[config.mk]
export PLATFORM = sky130hd
export DESIGN_NAME = sensor_sample_mux_flat
export DESIGN_NICKNAME = d
export VERILOG_FILES = /design/src/rtl/sensor_sample_mux_if.sv /design/src/rtl/sensor_sample_mux.sv /design/src/flat_wrapper.sv
export SDC_FILE = /design/constraint.sdc
export NUM_CORES = 1
export LEC_CHECK = 0
export ABC_CLOCK_PERIOD_IN_PS = 2300
export CAP_MARGIN = 20
export CORE_MARGIN = 8
export CORE_UTILIZATION = 45
export CTS_BUF_LIST = sky130_fd_sc_hd__clkbuf_8
export DETAILED_ROUTE_END_ITERATION = 10
export PLACE_DENSITY = 0.67
export SLEW_MARGIN = 5
export SYNTH_ARGS = -nofsm -noshare
export SYNTH_HDL_FRONTEND = slang
export SYNTH_SLANG_ARGS = --single-unit
[constraint.sdc]
create_clock -name clk -period 2.3 [get_ports clk]
set_input_delay 0.46 -clock clk [delete_from_list [all_inputs] [get_ports clk]]
set_output_delay 0.46 -clock clk [all_outputs]
set_load 0.02 [all_outputs]
[src/rtl/sensor_sample_mux_if.sv]
// ============================================================================
// Module   : sensor_sample_mux_if
// Purpose  : Handshake/bus bundle between a sample requester, the serial
//            sensor sources, the tx sequencer and sensor_sample_mux.
// Revision : 1.0
// ============================================================================
`default_nettype none

interface sensor_sample_mux_if #(
    parameter int NCH      = 4,
    parameter int SAMPLE_W = 16,
    parameter int SEL_W    = 2
);
    logic                start;
    logic [SEL_W-1:0]    chan_sel;
    logic                abort;
    logic [NCH-1:0]      sample_ctl;
    logic [NCH-1:0]      sample_clk;
    logic [NCH-1:0]      sample_datain;
    logic                bit_req;
    logic                bitsrc;
    logic                datadone;
    logic                busy;
    logic                sample_valid;
    logic [SAMPLE_W-1:0] sample_data;
    logic [SEL_W-1:0]    sample_chan;
    logic                sel_err;

    modport master (
        output start, chan_sel, abort, sample_datain, bit_req,
        input  sample_ctl, sample_clk, bitsrc, datadone, busy,
               sample_valid, sample_data, sample_chan, sel_err
    );

    modport slave (
        input  start, chan_sel, abort, sample_datain, bit_req,
        output sample_ctl, sample_clk, bitsrc, datadone, busy,
               sample_valid, sample_data, sample_chan, sel_err
    );
endinterface

`default_nettype wire

[src/rtl/sensor_sample_mux.sv]
// ============================================================================
// Module   : sensor_sample_mux
// Purpose  : Captures one serial sample from a selected source and replays it
//            bit-serially to a tx sequencer. Option: SENSOR_SAMPLE_PARITY_EN
//            appends an even-parity bit after the LSB.
// Revision : 1.0
// ============================================================================
`default_nettype none

module sensor_sample_mux #(
    parameter int NCH      = 4,
    parameter int SAMPLE_W = 16,
    parameter int CLKDIV   = 4,
    parameter int SEL_W    = (NCH > 2) ? $clog2(NCH) : 1
) (
    input wire                 clk,
    input wire                 reset,
    sensor_sample_mux_if.slave bus
);

    localparam int c_HALF  = CLKDIV / 2;
    localparam int c_DIV_W = $clog2(CLKDIV);
    localparam int c_CNT_W = $clog2(SAMPLE_W);
`ifdef SENSOR_SAMPLE_PARITY_EN
    localparam int c_NBITS = SAMPLE_W + 1;
`else
    localparam int c_NBITS = SAMPLE_W;
`endif
    localparam int c_TX_W  = $clog2(c_NBITS);

    localparam logic [c_DIV_W-1:0] c_DIV_LAST  = c_DIV_W'(CLKDIV - 1);
    localparam logic [c_DIV_W-1:0] c_DIV_SHIFT = c_DIV_W'(c_HALF - 1);
    localparam logic [c_CNT_W-1:0] c_BIT_LAST  = c_CNT_W'(SAMPLE_W - 1);
    localparam logic [c_TX_W-1:0]  c_TX_LAST   = c_TX_W'(c_NBITS - 1);

    typedef enum logic [2:0] {
        ST_IDLE  = 3'd0,
        ST_SETUP = 3'd1,
        ST_SHIFT = 3'd2,
        ST_HOLD  = 3'd3,
        ST_DONE  = 3'd4
    } state_t;

    state_t              state_q,   state_d;
    logic [c_DIV_W-1:0]  div_q,     div_d;
    logic [c_CNT_W-1:0]  bit_cnt_q, bit_cnt_d;
    logic [c_TX_W-1:0]   tx_cnt_q,  tx_cnt_d;
    logic [c_NBITS-1:0]  tx_sr_q,   tx_sr_d;
    logic [SAMPLE_W-1:0] data_q,    data_d;
    logic [SEL_W-1:0]    chan_q,    chan_d;
    logic                valid_q,   valid_d;
    logic                done_q,    done_d;
    logic                sel_err_q, sel_err_d;

    logic                w_sel_ok;
    logic [NCH-1:0]      w_onehot;
    logic                w_din;
    logic [c_NBITS-1:0]  w_tx_load;

    assign w_sel_ok = (32'(bus.chan_sel) < 32'(NCH));
    assign w_onehot = NCH'(1) << chan_q;
    assign w_din    = bus.sample_datain[chan_q];

`ifdef SENSOR_SAMPLE_PARITY_EN
    assign w_tx_load = {data_q, ^data_q};
`else
    assign w_tx_load = data_q;
`endif

    always_ff @(posedge clk) begin
        if (!reset) begin
            state_q   <= ST_IDLE;
            div_q     <= '0;
            bit_cnt_q <= '0;
            tx_cnt_q  <= '0;
            tx_sr_q   <= '0;
            data_q    <= '0;
            chan_q    <= '0;
            valid_q   <= 1'b0;
            done_q    <= 1'b0;
            sel_err_q <= 1'b0;
        end else begin
            state_q   <= state_d;
            div_q     <= div_d;
            bit_cnt_q <= bit_cnt_d;
            tx_cnt_q  <= tx_cnt_d;
            tx_sr_q   <= tx_sr_d;
            data_q    <= data_d;
            chan_q    <= chan_d;
            valid_q   <= valid_d;
            done_q    <= done_d;
            sel_err_q <= sel_err_d;
        end
    end

    always_comb begin
        state_d   = state_q;
        div_d     = div_q;
        bit_cnt_d = bit_cnt_q;
        tx_cnt_d  = tx_cnt_q;
        tx_sr_d   = tx_sr_q;
        data_d    = data_q;
        chan_d    = chan_q;
        valid_d   = valid_q;
        done_d    = done_q;
        sel_err_d = 1'b0;

        // abort wins over everything, including a coincident start
        if (bus.abort) begin
            state_d   = ST_IDLE;
            div_d     = '0;
            bit_cnt_d = '0;
            tx_cnt_d  = '0;
            tx_sr_d   = '0;
            valid_d   = 1'b0;
            done_d    = 1'b0;
        end else begin
            case (state_q)
                ST_IDLE, ST_DONE: begin
                    if (bus.start) begin
                        if (w_sel_ok) begin
                            state_d   = ST_SETUP;
                            chan_d    = bus.chan_sel;
                            valid_d   = 1'b0;
                            done_d    = 1'b0;
                            div_d     = '0;
                            bit_cnt_d = '0;
                            tx_cnt_d  = '0;
                        end else begin
                            sel_err_d = 1'b1;
                        end
                    end
                end
                ST_SETUP: begin
                    if (div_q == c_DIV_LAST) begin
                        div_d   = '0;
                        state_d = ST_SHIFT;
                    end else begin
                        div_d = div_q + 1'b1;
                    end
                end
                ST_SHIFT: begin
                    // capture on the last high cycle so the source has had the whole high phase to settle
                    if (div_q == c_DIV_SHIFT) begin
                        data_d = {data_q[SAMPLE_W-2:0], w_din};
                    end
                    if (div_q == c_DIV_LAST) begin
                        div_d = '0;
                        if (bit_cnt_q == c_BIT_LAST) begin
                            state_d  = ST_HOLD;
                            valid_d  = 1'b1;
                            tx_sr_d  = w_tx_load;
                            tx_cnt_d = '0;
                        end else begin
                            bit_cnt_d = bit_cnt_q + 1'b1;
                        end
                    end else begin
                        div_d = div_q + 1'b1;
                    end
                end
                ST_HOLD: begin
                    if (bus.bit_req) begin
                        tx_sr_d = {tx_sr_q[c_NBITS-2:0], 1'b0};
                        if (tx_cnt_q == c_TX_LAST) begin
                            state_d = ST_DONE;
                            done_d  = 1'b1;
                        end else begin
                            tx_cnt_d = tx_cnt_q + 1'b1;
                        end
                    end
                end
                default: begin
                    state_d = ST_IDLE;
                end
            endcase
        end
    end

    assign bus.busy         = (state_q == ST_SETUP) || (state_q == ST_SHIFT) || (state_q == ST_HOLD);
    assign bus.sample_ctl   = ((state_q == ST_SETUP) || (state_q == ST_SHIFT)) ? w_onehot : '0;
    assign bus.sample_clk   = ((state_q == ST_SHIFT) && (div_q <= c_DIV_SHIFT)) ? w_onehot : '0;
    assign bus.bitsrc       = (state_q == ST_HOLD) ? tx_sr_q[c_NBITS-1] : 1'b0;
    assign bus.datadone     = done_q;
    assign bus.sample_valid = valid_q;
    assign bus.sample_data  = data_q;
    assign bus.sample_chan  = chan_q;
    assign bus.sel_err      = sel_err_q;

endmodule

`default_nettype wire

[src/flat_wrapper.sv]
// flat-port wrapper written by rule: the top's interface ports become plain ports
module sensor_sample_mux_flat 
#(
    parameter int NCH      = 4,
    parameter int SAMPLE_W = 16,
    parameter int CLKDIV   = 4,
    parameter int SEL_W    = (NCH > 2) ? $clog2(NCH) : 1
)
  (clk, reset, bus_start, bus_chan_sel, bus_abort, bus_sample_datain, bus_bit_req, bus_sample_ctl, bus_sample_clk, bus_bitsrc, bus_datadone, bus_busy, bus_sample_valid, bus_sample_data, bus_sample_chan, bus_sel_err);
  sensor_sample_mux_if #(.NCH(NCH), .SAMPLE_W(SAMPLE_W), .SEL_W(SEL_W)) bus_i ();
  input wire clk;
  input wire reset;
  input wire logic [$bits(bus_i.start)-1:0] bus_start;
  input wire logic [$bits(bus_i.chan_sel)-1:0] bus_chan_sel;
  input wire logic [$bits(bus_i.abort)-1:0] bus_abort;
  input wire logic [$bits(bus_i.sample_datain)-1:0] bus_sample_datain;
  input wire logic [$bits(bus_i.bit_req)-1:0] bus_bit_req;
  output wire logic [$bits(bus_i.sample_ctl)-1:0] bus_sample_ctl;
  output wire logic [$bits(bus_i.sample_clk)-1:0] bus_sample_clk;
  output wire logic [$bits(bus_i.bitsrc)-1:0] bus_bitsrc;
  output wire logic [$bits(bus_i.datadone)-1:0] bus_datadone;
  output wire logic [$bits(bus_i.busy)-1:0] bus_busy;
  output wire logic [$bits(bus_i.sample_valid)-1:0] bus_sample_valid;
  output wire logic [$bits(bus_i.sample_data)-1:0] bus_sample_data;
  output wire logic [$bits(bus_i.sample_chan)-1:0] bus_sample_chan;
  output wire logic [$bits(bus_i.sel_err)-1:0] bus_sel_err;
  assign bus_i.start = bus_start;
  assign bus_i.chan_sel = bus_chan_sel;
  assign bus_i.abort = bus_abort;
  assign bus_i.sample_datain = bus_sample_datain;
  assign bus_i.bit_req = bus_bit_req;
  assign bus_sample_ctl = bus_i.sample_ctl;
  assign bus_sample_clk = bus_i.sample_clk;
  assign bus_bitsrc = bus_i.bitsrc;
  assign bus_datadone = bus_i.datadone;
  assign bus_busy = bus_i.busy;
  assign bus_sample_valid = bus_i.sample_valid;
  assign bus_sample_data = bus_i.sample_data;
  assign bus_sample_chan = bus_i.sample_chan;
  assign bus_sel_err = bus_i.sel_err;
  sensor_sample_mux #(.NCH(NCH), .SAMPLE_W(SAMPLE_W), .CLKDIV(CLKDIV), .SEL_W(SEL_W)) u_core (.clk(clk), .reset(reset), .bus(bus_i));
endmodule
==> reports/metrics.yaml, run 1 <==
outcome: "completed"
drt-initial-drc-count: 139
critPathLaunchType: "register"
path_buf_inv: 2
syn_area_per_cell_um2: 8.60
num_vias: 2158
hold_viol: 0
clk_pin_slew_worst_paths_ns: 0.09
firstDrtPassIters: 4
cts_tree: "done"
rsz0062_at_grt: "no"
critPathTopFamily: "buffers and inverters"
grt_pass1_vias: 2056
cp.depth: 4
gr-usage-all-layers_pct: 14.4
clkSinkCount: 49
die_h_um: 89.9
power_density_nw_per_um2: 503
yosys_warnings: 0
drive_gt1_share_pct: 11.7
syn_to_final_growth_pct: 22.7
ant_nets: 0
reg2reg_slack_ns: 0.58
num_rows: 27
vias_per_cell: 5.44
core_um2: 5410
io_pins: 42
hold_depth: 2
synth_edf_count: 0
drc: 0
p_leak_nw: 1.05
cp_slowest_cell: "clkdlybuf4s50_1"
postSynth.asyncResetShare_pct: 0
crit_required_ns: 1.84
min_path_type: "reg -> reg"
setup_viol: 0
synth-seq-cells: 49
grt_most_used_layer: "met2"
period_minus_slack_ns: 2.11
ctsHtreeMaxLevel: 2
cp_max_fo: 12
synth_top_flop_cell: "dfxtp_1"
gp_congestion: 0.805
cts_buffer_depth: 2
crit_path_end: "bus_busy"
root_buffer: "clkbuf_8"
critPathCaptureType: "primary output"
setup_tns_ns: 0
layout.nets: 339
syn-num-nets: 301
grt_start_max_net_pins: 22
yosys.cell_types.count: 45
wirelength_um: 5700
slowest_delay_ns: 0.61
dpl_cell_area_um2: 2930
cp_common_cell: "nor2_1"
grt-ovfl-total: 0
finalPower_w: 0.00152
hold_ws_ns: 0.446
synth_cells: 286
crit_arrival_ns: 1.65
grt_pass1_wl_um: 9880
clock_skew_ns: 0.00892
crit_chain: "buf_4 > nor2_1 > nor2_1 > clkdlybuf4s50_1"
antenna-diode-count: 0
cts_buffers: 5
finalNonFillerCells: 397
insertion_delay_ns: 0.31
met3_usage_pct: 2.74
worstReg2RegEnd: "u_core.state_q[1]"
dp_cells: 389
worst-setup-path-type: "reg -> out"
synth-seq-area-share_pct: 39.9
globalRouteMet2Util_pct: 23.7
die_x_um: 89.9
peakVddDrop_v: 0.000333
slew_violations: 0
r2r-start: "u_core.state_q[2]"
drv_cap: 0
port_buffers: 40
antenna_found_initial: 0
dp_hpwl_um: 4060
met1_usage_pct: 18.0
cp-startpoint: "u_core.state_q[0]"
routedWlPerCell_um: 14.4
start_util_pct: 45.5
finalCritPeriodShare_pct: 91.6
design_area_um2: 3020
die-area_um2: 8090
r2r_cells: 6
max_freq_mhz: 474
synth_area_um2: 2460
## cell usage in the layout (no fill, tap or decap), types with 2 or more instances in the layout
cell             count
a211oi_1            16
a21boi_0             7
a21boi_1             2
a21boi_2             9
a21oi_1             23
a31oi_1              2
and2_1               3
and3_1               3
buf_4               14
clkbuf_8             5
clkdlybuf4s50_1     31
dfxtp_1             49
dlygate4sd2_1        6
dlymetal6s2s_1       3
ha_1                 4
inv_1                3
mux2i_1             18
nand2_1             48
nand2b_1             7
nand3_1             14
nand4_1              3
nor2_1              15
nor2b_1              3
nor3_1               3
nor4b_1              3
o21ai_0              8
## per-layer routing
| layer | up-vias | wire length [um] |
|---|---|---|
| li1 | 1086 | - |
| met1 | 1021 | 2640 |
| met2 | 46 | 2740 |
| met3 | 5 | 255 |
| met4 | 0 | 72 |
| met5 | - | 0 |
## through the flow
| step | setup WS, ns | utilization (%) |
|---|---|---|
| 4_1_cts | 0.000205 | 55.6 |
| 5_1_grt | 0.0995 | 55.9 |
| 3_5_place_dp | 0.196 | 54.1 |
| 2_1_floorplan | 0.391 | - |
| 6_report | 0.192 | 55.9 |
| 3_3_place_gp | 0.230 | 54.1 |
## cells in the mapped netlist (4+ instances only)
cell type | n | area share [%]
ha_1 | 4 | 2.0
a21oi_1 | 23 | 4.7
mux2i_1 | 18 | 7.3
clkbuf_1 | 7 | 1.1
a21boi_0 | 7 | 2.1
dfxtp_1 | 49 | 40
buf_4 | 5 | 1.5
buf_2 | 8 | 1.6
nand2_1 | 48 | 7.3
o21ai_0 | 9 | 1.8
nor2_1 | 15 | 2.3
a211oi_1 | 16 | 4.9
nand2b_1 | 7 | 1.8
nand3_1 | 14 | 2.8
a21boi_2 | 9 | 4.1
## worst min-delay path: stages (launching register included)
cell and delay, ns:
dfxtp_1 0.32, inv_1 0.05, a21oi_1 0.05
## flip-flops by register name, indices dropped and copies added (netlist names)
name / flops
u_core.bus.datadone: 1
u_core.bus.sample_valid: 1
u_core.div_q: 2
u_core.bus.sample_chan: 2
u_core.tx_cnt_q: 4
u_core.bit_cnt_q: 4
u_core.tx_sr_q: 16
u_core.bus.sample_data: 16
u_core.state_q: 3
## timing repair
| item | in CTS | in global routing |
|---|---|---|
| gates resized for setup | 7 | 4 |
| setup buffers | 0 | 0 |
| pin swaps | 0 | 0 |
| cloned | 0 | 0 |
| endpoints found under the setup margin | 8 | 3 |
| hold buffers | 0 | 0 |
## where the power goes
group          switching [W]  leakage (nW)  internal [W]
clock               0.000302        0.0445      0.000216
sequential        0.00000654         0.395      0.000852
combinational      0.0000775         0.610     0.0000650
total               0.000386          1.05       0.00113
## cells by family after synthesis
kind of cell	Yosys count	synth area share [%]
flops	49	39.9
fa+ha+maj	4	2.03
buf+inv	26	5.75
compound gates	75	20.9
other cells	1	0.152
simple gates	111	22.7
xor+xnor	1	0.356
mux	19	8.24
## how the worst min path moves through the flow
stage | start | end
after detailed placement | u_core.bus.sample_valid | u_core.bus.sample_valid
final | u_core.bus.sample_valid | u_core.bus.sample_valid
after CTS | u_core.bus.sample_valid | u_core.bus.sample_valid
after global placement | u_core.bus.sample_valid | u_core.bus.sample_valid
after global routing | u_core.bus.sample_valid | u_core.bus.sample_valid
after floorplan | u_core.bit_cnt_q[0] | u_core.bit_cnt_q[0]
## area by class of cell
type                       count  area, um2
fill                         518       2390
multi-input combinational    211       1340
clock inverter                 3       21.3
clock buffer                   5       68.8
sequential                    49        981
inverter                       3       11.3
timing repair buffer          54        505
tap                           72       90.1
Note: power is estimated with default switching activity, not from simulation.
==> run 2, diff against run 1 <==
--- a/config.mk
+++ b/config.mk
@@ -11,7 +11,7 @@
 export CORE_UTILIZATION = 45
 export CTS_BUF_LIST = sky130_fd_sc_hd__clkbuf_8
 export DETAILED_ROUTE_END_ITERATION = 10
-export PLACE_DENSITY = 0.67
+export PLACE_DENSITY = 0.7
 export SLEW_MARGIN = 5
 export SYNTH_ARGS = -nofsm -noshare
 export SYNTH_HDL_FRONTEND = slang
==> run 2 against run 1 <==
  * Clock skew down 0.0025 ns
  * Clock power up 4.2%
  * Register-to-register slack worse by 0.21 ns
  * Highest routed layer unchanged
==> reports/metrics.yaml, run 2 (synthesis gave the netlist of run 1 again) <==
outcome: "completed"
setup_viol: 0
slew_headroom_pct: 64.7
routedWlPerCell_um: 14.5
max_freq_mhz: 474
gp_congestion: 0.848
finalCritPeriodShare_pct: 91.8
cp_max_fo: 12
num_vias: 2165
core_um2: 5410
cts_tree: "done"
critPathLaunchType: "register"
grt_pass1_vias: 2084
holdBufCountCts: 0
port_buffers: 40
grt_start_max_net_pins: 22
hold_viol: 0
insertion_delay_ns: 0.30
crit_arrival_ns: 1.65
antenna_found_initial: 0
root_buffer: "clkbuf_8"
firstDrtPassIters: 4
drv_cap: 0
internal_power_w: 0.00116
start_util_pct: 45.5
worst_slack_ns: 0.189
ant_nets: 0
drive_gt1_share_pct: 12.2
period_minus_slack_ns: 2.11
drc: 0
wirelength_um: 5770
design_area_um2: 3040
place_ws_ns: 0.160
crit_chain: "buf_4 > nor2_1 > nor2_1 > clkdlybuf4s50_1"
die_x_um: 89.9
grt_pass1_wl_um: 9910
p_sw_share_pct: 24.6
nFillCells: 499
critPathCaptureType: "primary output"
layout.nets: 341
io_pins: 42
drt-initial-drc-count: 179
vias_per_cell: 5.43
clk_pin_slew_worst_paths_ns: 0.09
clkSinkCount: 49
syn_to_final_growth_pct: 23.6
ctsHtreeMaxLevel: 2
dpl_cell_area_um2: 2940
min_path_type: "reg -> reg"
clock_skew_ns: 0.00641
seqPwrFrac_pct: 55.8
rsz0062_at_grt: "no"
most-common-layout-cells: "dfxtp_1, nand2_1, clkdlybuf4s50_1"
p_leak_nw: 1.07
cp_slowest_cell: "clkdlybuf4s50_1"
antenna-diode-count: 0
worst-setup-path-type: "reg -> out"
slew_violations: 0
die-area_um2: 8090
power_density_nw_per_um2: 506
clkPwrFrac_pct: 35.1
net-switching-power_w: 0.000379
slowest_delay_ns: 0.62
grt-ovfl-total: 0
layout_commonest_cell: "dfxtp_1"
cts_buffers: 5
dp_hpwl_um: 4040
crit_required_ns: 1.84
num_rows: 27
die_h_um: 89.9
cp_common_cell: "nor2_1"
tightest_slew_ns: 0.525
combPwrFrac_pct: 9.2
setup_tns_ns: 0
cts_buffer_depth: 2
gr-usage-all-layers_pct: 14.2
peakVddDrop_v: 0.000305
run 2: cell types whose count changed in the layout (fill, tap and decap cells not counted):
cell        previous run  this run
inv_6                  1         0
clkinvlp_4             1         0
clkinv_4               0         1
clkbuf_8               5         6
buf_4                 14        16
run 2: power groups by stage:
| stage | registers, W | clock network, W | logic (W) |
|---|---|---|---|
| after global routing | 0.000860 | 0.000592 | 0.000151 |
| after global placement | 0.000878 | 0 | 0.000140 |
| after floorplan | 0.000879 | 0 | 0.0000885 |
| final | 0.000858 | 0.000540 | 0.000141 |
| after CTS | 0.000859 | 0.000550 | 0.000141 |
| after detailed placement | 0.000879 | 0 | 0.000142 |
run 2: worst paths after layout:
kind | startpoint | slack (ns) | endpoint | cells past startpoint
hold / removal | u_core.bus.sample_valid | 0.45 | u_core.bus.sample_valid | 2
setup / recovery | u_core.state_q[0] | 0.19 | bus_busy | 4
hold reg to reg | u_core.bus.sample_valid | 0.45 | u_core.bus.sample_valid | 2
setup reg to reg | u_core.bit_cnt_q[0] | 0.37 | u_core.tx_sr_q[8] | 6
run 2: repair_timing:
item	in CTS	in global routing
setup endpoints to repair	9	3
setup buffers	0	0
gates resized for setup	8	3
run 2: layer usage:
metal  share of wire (%)  global-route usage (%)
met2                  46                    23.2
met5                   0                       0
met4                 1.2                    4.85
met3                 4.1                    3.08
met1                  48                    17.9
run 2: cell type report:
cell class	count	area, um2	share of cell area [%]
tap	72	90.1	2.96
clock buffer	6	82.6	2.72
sequential	49	981	32.3
timing repair buffer	56	520	17.1
clock inverter	2	13.8	0.453
inverter	3	11.3	0.370
multi-input combinational	211	1340	44.1
run 2: per-stage QoR:
step	utilization (%)	hold slack, ns	std cells	power, W
after floorplan	-	0.440	286	0.000968
after global placement	54.4	0.428	391	0.00102
after detailed placement	54.4	0.431	391	0.00102
after CTS	56.1	0.444	399	0.00155
after global routing	56.3	0.484	399	0.00160
final	56.3	0.448	399	0.00154
run 2: worst max-delay path: cells and delay by family, from the launching register on:
family	cells	cell delay, ns
buffers and inverters	2	0.82
DFF	1	0.39
and+or+nand+nor	2	0.14
==> RTL edit 1: new RTL, flow settings as in run 1 <==
`NCH` is set to 4 in 3 places; all go to 2.
--- a/src/rtl/sensor_sample_mux_if.sv
+++ b/src/rtl/sensor_sample_mux_if.sv
@@ -9,3 +9,3 @@
 interface sensor_sample_mux_if #(
-    parameter int NCH      = 4,
+    parameter int NCH      = 2,
     parameter int SAMPLE_W = 16,
--- a/src/rtl/sensor_sample_mux.sv
+++ b/src/rtl/sensor_sample_mux.sv
@@ -10,3 +10,3 @@
 module sensor_sample_mux #(
-    parameter int NCH      = 4,
+    parameter int NCH      = 2,
     parameter int SAMPLE_W = 16,
--- a/src/flat_wrapper.sv
+++ b/src/flat_wrapper.sv
@@ -3,3 +3,3 @@
 #(
-    parameter int NCH      = 4,
+    parameter int NCH      = 2,
     parameter int SAMPLE_W = 16,
Interface: changed (5 resized); port bits go from 42 to 34. No check against the original RTL was run, so the function may have changed too.
==> RTL edit 1 against run 1 <==
Final area is 5.3% lower. Largest cell class unchanged. First-iteration DRC count fell by 5.0%. Highest routed layer unchanged. Final cell count shrank 2.5%. Worst hold slack better by 27 ps. Area after synthesis is 4.4% lower. Critical path type unchanged. Synthesized cell count decreased by 1.0%. Routed wire length down 2.4%. Register-to-register slack lost 210 ps. Sequential cell count shrank 1. Count of clock-buffer cells in the layout up 1. Setup slack better by 4.2 ps. Power decreased by 1.1%.
==> RTL edit 1: results (changes against run 1) <==
[metrics] outcome: completed
[metrics] most frequent cells after synthesis: 67 x sky130_fd_sc_hd__nand2_1, 48 x sky130_fd_sc_hd__dfxtp_1, 26 x sky130_fd_sc_hd__nor2_1
[metrics] Synthesized Nets: 295 (-2.0%)
[metrics] buffers added on ports: 32 (-20%)
[metrics] Area contributors post-synth: sky130_fd_sc_hd__dfxtp_1 41%, sky130_fd_sc_hd__nand2_1 11%, sky130_fd_sc_hd__a311oi_1 6.0%
[metrics] Worst path slowest cell: sky130_fd_sc_hd__or3b_1
[metrics] routed length on met1: 2.71 mm (+2.8%)
[metrics] Total Routing Usage GR: 15.2% (+0.83 points)
[metrics] total length of routed met3 wires: 290 um (+14%)
[metrics] kind of cell adding the most delay to the critical path: simple AND/OR/NAND/NOR gates
[metrics] capturing element of the worst setup path: bus_sample_clk[1]
[metrics] Critical path origin: u_core.state_q[1]
[metrics] violation count after the first detailed-routing iteration: 132 (-5.0%)
[metrics] post-synthesis share of cell area spent on xor and xnor gates: 0.373% (+0.016 points)
[metrics] global-route wire length before repair: 9.50 mm (-3.8%)
[metrics] maximum vdd ir drop: 0.252 mV (-24%)
[metrics] proportion of layout cells with a drive suffix above 1: 12.3% (+0.61 points)
[metrics] sequential power share: 55.8% (-0.7 points)
[metrics] Seq/Total Area, Yosys: 40.9% (+0.99 points)
[metrics] fraction of the mapped netlist area in adder cells: 2.13% (+0.094 points)
[metrics] post-detail-place hpwl: 3.87 mm (-4.8%)
[metrics] final RePlAce weighted congestion: 0.805 (about the same)
[metrics] internal cell power: 1140 uW (+0.31%)
[metrics] P_leak: 0.000958 uW (-8.7%)
[metrics] Post-layout nets: 328 (-3.2%)
[metrics] global routing usage on met2: 24.0% (+0.28 points)
[metrics] proportion of power drawn by the clock network: 35.9% (+1.8 points)
[metrics] post-synthesis cell type count: 49 (+8.9%)
[metrics] number of inserted filler cells in the final layout: 491 (-5.2%)
[metrics] met2 routed WL: 2.48 mm (-9.3%)
[metrics] source of the worst hold timing path: u_core.tx_sr_q[1]
[metrics] total number of vias: 2,125 (-1.5%)
[metrics] post-synthesis mux area share: 2.61% (-5.6 points)
[metrics] setup slack, reg-to-reg: 370 ps (-210 ps)
[metrics] highest fanout seen on the critical path: 6 (-6)
[metrics] Clk power: 539 uW (+4.1%)
-- RTL edit 1: cell count changes after synthesis, sizes merged, moves of 4 or more --
cell    delta
nand3      -9
nand2     +20
a21oi     -12
a311oi    +15
mux2i     -13
o21ai      -6
nand2b     -4
nor2      +11
a211oi    -16
-- RTL edit 1: worst min path at each step --
| stage | endpoint | slack [ps] | cells past startpoint |
|---|---|---|---|
| detailed placement | u_core.bit_cnt_q[3] | 460 | 1 |
| global placement | u_core.bit_cnt_q[3] | 450 | 1 |
| floorplan | u_core.bit_cnt_q[3] | 430 | 1 |
| CTS | u_core.bit_cnt_q[3] | 480 | 1 |
| finish | u_core.tx_sr_q[2] | 470 | 2 |
| global route | u_core.tx_sr_q[2] | 500 | 2 |
-- RTL edit 1: kinds of logic after synthesis --
logic type,Yosys count
muxes,6
xor gates and xnor gates,1
AOI/OAI and AO/OA,62
adders and majority gates,4
DFF,48
and+or+nand+nor,137
buffers and inverters,24
other,1
-- RTL edit 1: worst reg2reg max path: cells and delay by family, from the launching register on --
kind / cells / cell delay [ps]
compound gates: 2 / 220
buf+inv: 2 / 440
flops: 1 / 400
simple gates: 2 / 820
-- RTL edit 1: cell type report --
type                    instances  area share (%)
clock buffers                   6            2.89
inverters                       3           0.394
clock inverters                 2           0.481
flip-flops and latches         48            33.6
multi-input cells             211            44.2
well taps                      70            3.06
repair buffers                 47            15.4
-- RTL edit 1: metrics by stage --
stage / cells / utilization, % / instance area, um2 / worst slack [ps]
detailed placement: 379 / 54.6 / 2770 / 167
floorplan: 283 / - / 2350 / 427
finish: 387 / 56.4 / 2860 / 197
global route: 387 / 56.4 / 2860 / 79.3
global placement: 379 / 54.6 / 2770 / 191
CTS: 387 / 56.3 / 2860 / 115
==> RTL edit 2: new RTL, settings of run 1 <==
Without the edit above. Encoding of `state_t`: now one-hot (5 bits for 5 states).
--- a/src/rtl/sensor_sample_mux.sv
+++ b/src/rtl/sensor_sample_mux.sv
@@ -35,8 +35,8 @@
 
-    typedef enum logic [2:0] {
-        ST_IDLE  = 3'd0,
-        ST_SETUP = 3'd1,
-        ST_SHIFT = 3'd2,
-        ST_HOLD  = 3'd3,
-        ST_DONE  = 3'd4
+    typedef enum logic [4:0] {
+        ST_IDLE  = 5'b00001,
+        ST_SETUP = 5'b00010,
+        ST_SHIFT = 5'b00100,
+        ST_HOLD  = 5'b01000,
+        ST_DONE  = 5'b10000
     } state_t;
Check against the original RTL: same outputs for any inputs over 10 cycles, from zero or initial values and one cycle with reset low; not proved beyond that.
==> RTL edit 2 against run 1 <==
Die area fell by 0.92%. Clock skew rose by 3.8 ps. Power grew 2.4%. Setup slack got worse by 52 ps. Area after synthesis down 1.1%. Final area rose by 2.5%. Non-clock buffer count is 9 higher. Synthesized cell count up 1.0%. Routed wire length rose by 1.9%. Sequential cell count increased by 2. Largest power group unchanged. Highest routed layer unchanged.
==> RTL edit 2: results (changes against run 1) <==
[metrics] proportion of layout cells with a drive suffix above 1: 11.1% (-0.55 points)
[metrics] R2R Path End: u_core.tx_cnt_q[1]
[metrics] worst hold endpoint: u_core.tx_sr_q[0]
[metrics] Synthesized Nets: 304 (+1.0%)
[metrics] flip-flop and latch power: 892 uW (+3.8%)
[metrics] setup slack, reg-to-reg: 220 ps (-360 ps)
[metrics] Post-layout nets: 355 (+4.7%)
[metrics] signal arrival time at the worst endpoint: 1700 ps (+50 ps)
[metrics] sw frac: 23.7% (-1.7 points)
[metrics] Worst path slowest cell: sky130_fd_sc_hd__dlygate4sd2_1
[metrics] met3 GRT Util: 5.70% (+3.0 points)
[metrics] drt wl/cell: 14.1 um (-1.6%)
[metrics] met1 track demand over resource in global routing: 19.6% (+1.6 points)
[metrics] outcome: completed
[metrics] fraction of the mapped netlist area in adder cells: 2.06% (+0.023 points)
[metrics] final RePlAce weighted congestion: 0.934 (+16%)
[metrics] maximum number of pins on one net before global-route repair: 32 (+45%)
[metrics] source of the worst hold timing path: u_core.tx_sr_q[0]
[metrics] post-synthesis cell type count: 46 (+2.2%)
[metrics] most frequent cells after synthesis: 51 x sky130_fd_sc_hd__dfxtp_1, 50 x sky130_fd_sc_hd__nand2_1, 33 x sky130_fd_sc_hd__nor2_1
[metrics] global routing usage on met2: 24.1% (+0.43 points)
[metrics] fraction of the mapped netlist area in compound gates: 18.2% (-2.7 points)
[metrics] post-detail-place hpwl: 4.31 mm (+6.1%)
[metrics] number of inserted filler cells in the final layout: 473 (-8.7%)
[metrics] post-synthesis share of cell area spent on xor and xnor gates: 1.44% (+1.1 points)
[metrics] largest stage delay on the critical path: 340 ps (-270 ps)
[metrics] Clock Tree Root: sky130_fd_sc_hd__clkbuf_8
[metrics] capturing element of the worst setup path: bus_sample_ctl[2]
[metrics] Total Routing Usage GR: 15.4% (+1.0 points)
[metrics] Critical path origin: u_core.state_q[2]
[metrics] post-synthesis mux area share: 7.92% (-0.32 points)
[metrics] number of global-route vias before repair: 2,096 (+1.9%)
[metrics] Setup Skew: 12.7 ps (+3.77 ps)
[metrics] highest fanout seen on the critical path: 9 (-3)
[RTL edit 2: cell count changes in the layout (fill, tap and decap cells not counted), moves of 3 or more]
cell,delta
sky130_fd_sc_hd__a21oi_1,-17
sky130_fd_sc_hd__nor3_1,+3
sky130_fd_sc_hd__a31oi_1,+3
sky130_fd_sc_hd__nor4b_1,-3
sky130_fd_sc_hd__dlymetal6s2s_1,-3
sky130_fd_sc_hd__nand3_1,-9
sky130_fd_sc_hd__a21boi_2,-9
sky130_fd_sc_hd__buf_4,+9
sky130_fd_sc_hd__nor2_1,+18
sky130_fd_sc_hd__o21ai_0,-3
sky130_fd_sc_hd__a21boi_0,+11
sky130_fd_sc_hd__xnor2_1,+3
[RTL edit 2: through the flow]
| step | std cells | setup WS (ps) | total power [uW] | cell area (um2) |
|---|---|---|---|---|
| 3_5_place_dp | 403 | 40.3 | 1020 | 3000 |
| 4_1_cts | 411 | 8.28 | 1570 | 3090 |
| 3_3_place_gp | 403 | 73.3 | 1020 | 3000 |
| 2_1_floorplan | 289 | 222 | 970 | 2430 |
| 5_1_grt | 411 | 15.7 | 1620 | 3090 |
| 6_report | 411 | 140 | 1560 | 3090 |
[RTL edit 2: what timing repair did]
item,CTS,global route
resized for setup,11,9
buffers inserted,0,0
endpoints found under the hold margin,0,0
setup endpoints to repair,10,7
pin swaps,0,0
hold buffers,0,0
[RTL edit 2: final cells by class]
cell class	count	share of cell area, %
Multi-Input combinational cell	214	42.5
Sequential cell	51	33.0
Timing Repair Buffer	63	17.9
Tap cell	70	2.83
Clock buffer	6	2.67
Inverter	5	0.607
Clock inverter	2	0.445
[RTL edit 2: routing by layer]
layer	wire length (um)	share of wire [%]
met4	36	0.62
met5	0	0
met1	2900	50
met3	393	6.8
met2	2480	43
